<file path="config.mk">
export PLATFORM = sky130hd
export DESIGN_NAME = instruction_sequencer
export DESIGN_NICKNAME = d
export VERILOG_FILES = /design/src/rtl/instruction_sequencer.sv
export SDC_FILE = /design/constraint.sdc
export NUM_CORES = 1
export LEC_CHECK = 0
export CAP_MARGIN = 30
export CORE_MARGIN = 2
export CORE_UTILIZATION = 51
export CTS_CLUSTER_SIZE = 24
export DETAILED_ROUTE_END_ITERATION = 8
export PLACE_DENSITY = 0.82
export SYNTH_ARGS = -nofsm -noshare
export SYNTH_HDL_FRONTEND = slang
export SYNTH_SLANG_ARGS = --single-unit
</file>
<file path="constraint.sdc">
create_clock -name clk -period 8.4 [get_ports clk]
set_input_delay 2.1 -clock clk [delete_from_list [all_inputs] [get_ports clk]]
set_output_delay 2.1 -clock clk [all_outputs]
set_load 0.02 [all_outputs]
</file>
<file path="src/rtl/instruction_sequencer.sv">
// ---------------------------------------------------------------------------
// instruction_sequencer
//   Multi-cycle instruction sequencer. It walks each instruction through the
//   IF -> MR -> RU -> MW -> PCU stages and fetches instructions and operand
//   words over a simple req/ready read port.
//
//   Optional feature macro: STAGE_SKIP_EN
//     When defined, non-memory opcodes go IF -> RU, skipping MR, and every
//     opcode goes RU -> PCU, skipping MW.
//
//   Ports
//     clk, rst                   clock, asynchronous active-high reset
//     mem_req, mem_addr          read request and word address (registered)
//     mem_ready, mem_rdata       read accept strobe and returned data
//     stage                      current stage code (IF=0 MR=1 RU=2 MW=3 PCU=4)
//     current_instruction_type   opcode field of the held instruction
//     load_imm_reg, load_mem_reg,
//     alu_op_reg_0, alu_op_reg_1,
//     alu_op_reg_res             decoded register fields
//     load_imm_data, load_mem_data  operand words latched during MR
//     alu_op                     ALU function select
//     pc                         word address of the current instruction
//     halted                     set once HALT retires
// ---------------------------------------------------------------------------
module instruction_sequencer (
  input  logic        clk,
  input  logic        rst,
  output logic        mem_req,
  output logic [31:0] mem_addr,
  input  logic        mem_ready,
  input  logic [31:0] mem_rdata,
  output logic [2:0]  stage,
  output logic [4:0]  current_instruction_type,
  output logic [4:0]  load_imm_reg,
  output logic [4:0]  load_mem_reg,
  output logic [4:0]  alu_op_reg_0,
  output logic [4:0]  alu_op_reg_1,
  output logic [4:0]  alu_op_reg_res,
  output logic [31:0] load_imm_data,
  output logic [31:0] load_mem_data,
  output logic [5:0]  alu_op,
  output logic [31:0] pc,
  output logic        halted
);

  localparam int unsigned XLEN = 32;
  localparam int unsigned OPW  = 5;

  localparam logic [OPW-1:0] OP_LDI  = OPW'(1);
  localparam logic [OPW-1:0] OP_LD   = OPW'(2);
  localparam logic [OPW-1:0] OP_HALT = OPW'(7);

`ifdef STAGE_SKIP_EN
  localparam bit SkipEn = 1'b1;
`else
  localparam bit SkipEn = 1'b0;
`endif

  typedef enum logic [2:0] {
    ST_IF  = 3'd0,
    ST_MR  = 3'd1,
    ST_RU  = 3'd2,
    ST_MW  = 3'd3,
    ST_PCU = 3'd4
  } stage_e;

  stage_e            state_q, state_d;
  logic              mem_req_q, mem_req_d;
  logic [XLEN-1:0]   mem_addr_q, mem_addr_d;
  logic [XLEN-1:0]   ir_q, ir_d;
  logic [XLEN-1:0]   imm_q, imm_d;
  logic [XLEN-1:0]   ldm_q, ldm_d;
  logic [XLEN-1:0]   pc_q, pc_d;
  logic              halted_q, halted_d;

  logic [OPW-1:0]    op_q;
  logic [OPW-1:0]    op_in;
  logic [XLEN-1:0]   load_addr;
  logic              accept;

  // Opcodes that need an operand word fetched in MR
  function automatic logic needs_mem(input logic [OPW-1:0] op);
    return (op == OP_LDI) || (op == OP_LD);
  endfunction

  assign op_q      = ir_q[4:0];
  assign op_in     = mem_rdata[4:0];
  assign load_addr = XLEN'(ir_q[31:15]);
  // A read completes only when our own request is outstanding
  assign accept    = mem_req_q && mem_ready;

  // State register
  always_ff @(posedge clk or posedge rst) begin
    if (rst) state_q <= ST_IF;
    else     state_q <= state_d;
  end

  // Next-state logic
  always_comb begin
    state_d = state_q;
    unique case (state_q)
      ST_IF: begin
        if (accept) begin
          if (SkipEn && !needs_mem(op_in)) state_d = ST_RU;
          else                             state_d = ST_MR;
        end
      end
      ST_MR: begin
        if (!needs_mem(op_q) || accept) state_d = ST_RU;
      end
      ST_RU:  state_d = SkipEn ? ST_PCU : ST_MW;
      ST_MW:  state_d = ST_PCU;
      ST_PCU: begin
        if (op_q != OP_HALT) state_d = ST_IF;
      end
      default: state_d = ST_IF;
    endcase
  end

  // Datapath / output next-values
  always_comb begin
    mem_req_d  = mem_req_q;
    mem_addr_d = mem_addr_q;
    ir_d       = ir_q;
    imm_d      = imm_q;
    ldm_d      = ldm_q;
    pc_d       = pc_q;
    halted_d   = halted_q;
    unique case (state_q)
      ST_IF: begin
        // Only reached without a request right after reset
        if (!mem_req_q) begin
          mem_req_d  = 1'b1;
          mem_addr_d = pc_q;
        end else if (mem_ready) begin
          mem_req_d = 1'b0;
          ir_d      = mem_rdata;
        end
      end
      ST_MR: begin
        // Request goes out one cycle after the fetch handshake drops
        if (needs_mem(op_q)) begin
          if (!mem_req_q) begin
            mem_req_d  = 1'b1;
            mem_addr_d = (op_q == OP_LDI) ? (pc_q + XLEN'(1)) : load_addr;
          end else if (mem_ready) begin
            mem_req_d = 1'b0;
            if (op_q == OP_LDI) imm_d = mem_rdata;
            else                ldm_d = mem_rdata;
          end
        end
      end
      ST_PCU: begin
        if (op_q == OP_HALT) begin
          halted_d = 1'b1;
        end else begin
          // Next fetch is issued on entry to IF
          pc_d       = pc_q + ((op_q == OP_LDI) ? XLEN'(2) : XLEN'(1));
          mem_req_d  = 1'b1;
          mem_addr_d = pc_d;
        end
      end
      default: ;
    endcase
  end

  // Datapath registers
  always_ff @(posedge clk or posedge rst) begin
    if (rst) begin
      mem_req_q  <= 1'b0;
      mem_addr_q <= '0;
      ir_q       <= '0;
      imm_q      <= '0;
      ldm_q      <= '0;
      pc_q       <= '0;
      halted_q   <= 1'b0;
    end else begin
      mem_req_q  <= mem_req_d;
      mem_addr_q <= mem_addr_d;
      ir_q       <= ir_d;
      imm_q      <= imm_d;
      ldm_q      <= ldm_d;
      pc_q       <= pc_d;
      halted_q   <= halted_d;
    end
  end

  assign mem_req                  = mem_req_q;
  assign mem_addr                 = mem_addr_q;
  assign stage                    = 3'(state_q);
  assign current_instruction_type = op_q;
  assign load_imm_reg             = ir_q[9:5];
  assign load_mem_reg             = ir_q[9:5];
  assign alu_op_reg_res           = ir_q[9:5];
  assign alu_op_reg_0             = ir_q[14:10];
  assign alu_op_reg_1             = ir_q[19:15];
  assign alu_op                   = ir_q[25:20];
  assign load_imm_data            = imm_q;
  assign load_mem_data            = ldm_q;
  assign pc                       = pc_q;
  assign halted                   = halted_q;

endmodule

</file>
==> results.json <==
{
  "status": "completed",
  "yosysUniqueCellTypes": 68,
  "synthFlopType": "dfrtp_1",
  "netlist_instances": 853,
  "ys_seq_area_share_pct": 46.4,
  "vias": 7506,
  "clock-root-buffer": "clkbuf_16",
  "die_w_um": 136,
  "required_ps": 6300,
  "max_stage_delay_ps": 810,
  "period_share_pct": 48.4,
  "pre_cts_slack_ps": 3990,
  "viasPerCell": 6.15,
  "io_pins": 204,
  "cp_top_family": "flip-flops",
  "port_buffers": 203,
  "insertion_delay_ps": 430,
  "syn-cell-area_um2": 8900,
  "cts_buffers": 17,
  "yosysWarnings": 0,
  "grt_pass1_vias": 7214,
  "max_slew.worst_pin.slew_ps": 993,
  "slew_headroom_pct": 33.6,
  "fill_cells": 1370,
  "ys_ff_latch": 165,
  "hpwl_um": 17600,
  "grt.overflow.total": 0,
  "powerDensity_nw_per_um2": 343,
  "cts_sinks": 165,
  "post_cts_buffers": 0,
  "mostFrequentLayoutCell": "clkdlybuf4s50_1",
  "grt_max_degree": 88,
  "cts_tree": "done",
  "min_period_ps": 4070,
  "ant_nets": 0,
  "die-height_um": 136,
  "drcViolationCount": 0,
  "finalClockSkew_ps": 7.38,
  "drive_gt1_share_pct": 16.6,
  "n_antenna_cell": 0,
  "cts.reportedPaths.clkPinSlew_ps": 60,
  "setup_ws_ps": 4330,
  "rsz0062_at_grt": "false",
  "synth_edf_count": 0,
  "drv_slew": 0,
  "finalSetupTns_ps": 0,
  "drv_cap": 0,
  "place_congestion": 0.926,
  "setup_viol_count_final": 0,
  "wl_per_cell_um": 20.5,
  "htreeDepth": 4,
  "p_leak_nw": 4.47,
  "syn_nets": 892,
  "dr.pass1.iters": 5,
  "dieArea_um2": 18500,
  "core-area_um2": 17200,
  "cp_slowest_cell": "dfrtp_1",
  "min_path_type": "flip-flop to flip-flop",
  "initial_core_util_pct": 51.8,
  "cts_hold_buf": 0,
  "fmax_ghz": 0.246,
  "final_cell_mix": "clkdlybuf4s50_1 (203), dfrtp_1 (165), mux2_2 (99), nor2_1 (57), nand2_1 (45)",
  "async_flop_share_pct": 100,
  "syn_to_final_growth_pct": 26.6,
  "finalWirelength_um": 25100,
  "grt_pass1_wl_um": 39300,
  "worstPathCellList": "clkdlybuf4s50_1",
  "synth.avg_cell_area_um2": 10.4,
  "nets": 1021,
  "gr-usage-all-layers_pct": 27.3,
  "critPathMaxFanout": 22,
  "end_kind": "primary output",
  "critPathKind": "flip-flop to primary output",
  "antenna_found_initial": 0,
  "critPathBufInv": 1,
  "clockBufferDepth": 2,
  "arrival_ps": 1970,
  "hold_viol": 0,
  "cts_resized": 0,
  "start_kind": "flip-flop",
  "rows": 48,
  "ir_drop_mv": 0.270,
  "drtIter0Drc": 857
}
-- cell usage after synthesis, drive strengths merged, types with 7 or more instances --
library cell,n,area share (%)
and4,7,0.69
xnor2,25,2.5
a31oi,16,1.1
o211ai,7,0.59
nor2,59,2.5
inv,14,0.59
or4,11,0.93
o21ai,42,2.4
a21oi,23,1.3
nor4,27,2.3
buf,76,5.8
clkbuf,27,1.1
nand2,45,1.9
mux2,99,13
nand3,23,1.3
a41oi,9,0.89
xor2,21,2.1
o31a,7,0.70
nor3,32,1.9
dfrtp,165,46
nand4,25,1.9
-- cell type report --
type	instances	area, um^2	area share (%)
multi-input combinational	571	4110	36.5
clock inverter	13	124	1.10
clock buffer	19	433	3.84
tap	225	282	2.50
inverter	14	57.6	0.511
sequential	165	4130	36.7
timing repair buffer	213	2130	18.9
-- metal layers --
metal  up-vias  track usage [%]  share of wire, %
met3        72             9.25                11
met1      3657             35.3                39
li1       3350                -                 -
met2       427             41.5                46
met5         -                0                 0
met4         0             12.4               3.6
-- flip-flops by register name, indices dropped and copies added (netlist names) --
register / cells
mem_req: 1
ir_q: 32
mem_addr: 32
stage: 3
load_imm_data: 32
pc: 32
halted: 1
load_mem_data: 32
-- final timing paths --
kind	from	end	slack [ps]	cells past startpoint
setup / recovery	pc[5]$_DFFE_PP0P_	pc[5]	4330	1
hold / removal	mem_addr[4]$_DFFE_PP0P_	mem_addr[4]$_DFFE_PP0P_	490	2
setup reg to reg	ir_q[3]$_DFFE_PP0P_	mem_addr[28]$_DFFE_PP0P_	4550	11
hold reg to reg	mem_addr[4]$_DFFE_PP0P_	mem_addr[4]$_DFFE_PP0P_	490	2
max in group asynchronous	rst	pc[31]$_DFFE_PP0P_	5050	4
min in group asynchronous	rst	load_imm_data[31]$_DFFE_PP0P_	2230	2
-- per-stage QoR --
stage	instance area [um^2]	cells	hold WS [ps]	util (%)	total power, mW
global route	11300	1220	519	65.6	4.06
detailed placement	10700	1186	471	62.1	3.11
floorplan	8900	853	475	-	2.40
finish	11300	1220	493	65.6	3.86
global placement	10700	1186	459	62.1	3.07
CTS	11200	1218	500	65.4	3.87
-- logic make-up (layout without fill, tap and decap cells) --
group	Yosys count	count (layout)	share of synthesized area, %
AOI/OAI and AO/OA	157	157	12.0
adders and majority gates	4	4	0.647
and+or+nand+nor	262	262	16.0
DFF	165	165	46.4
xor gates and xnor gates	46	46	4.53
buffers and inverters	117	259	7.55
muxes	102	102	12.9
-- power by group --
part,leakage [nW],switching (mW),internal (mW)
registers,2.14,0.241,1.08
logic,2.06,0.948,0.850
clock network,0.270,0.333,0.413
Power figures use the tool's default switching activity.
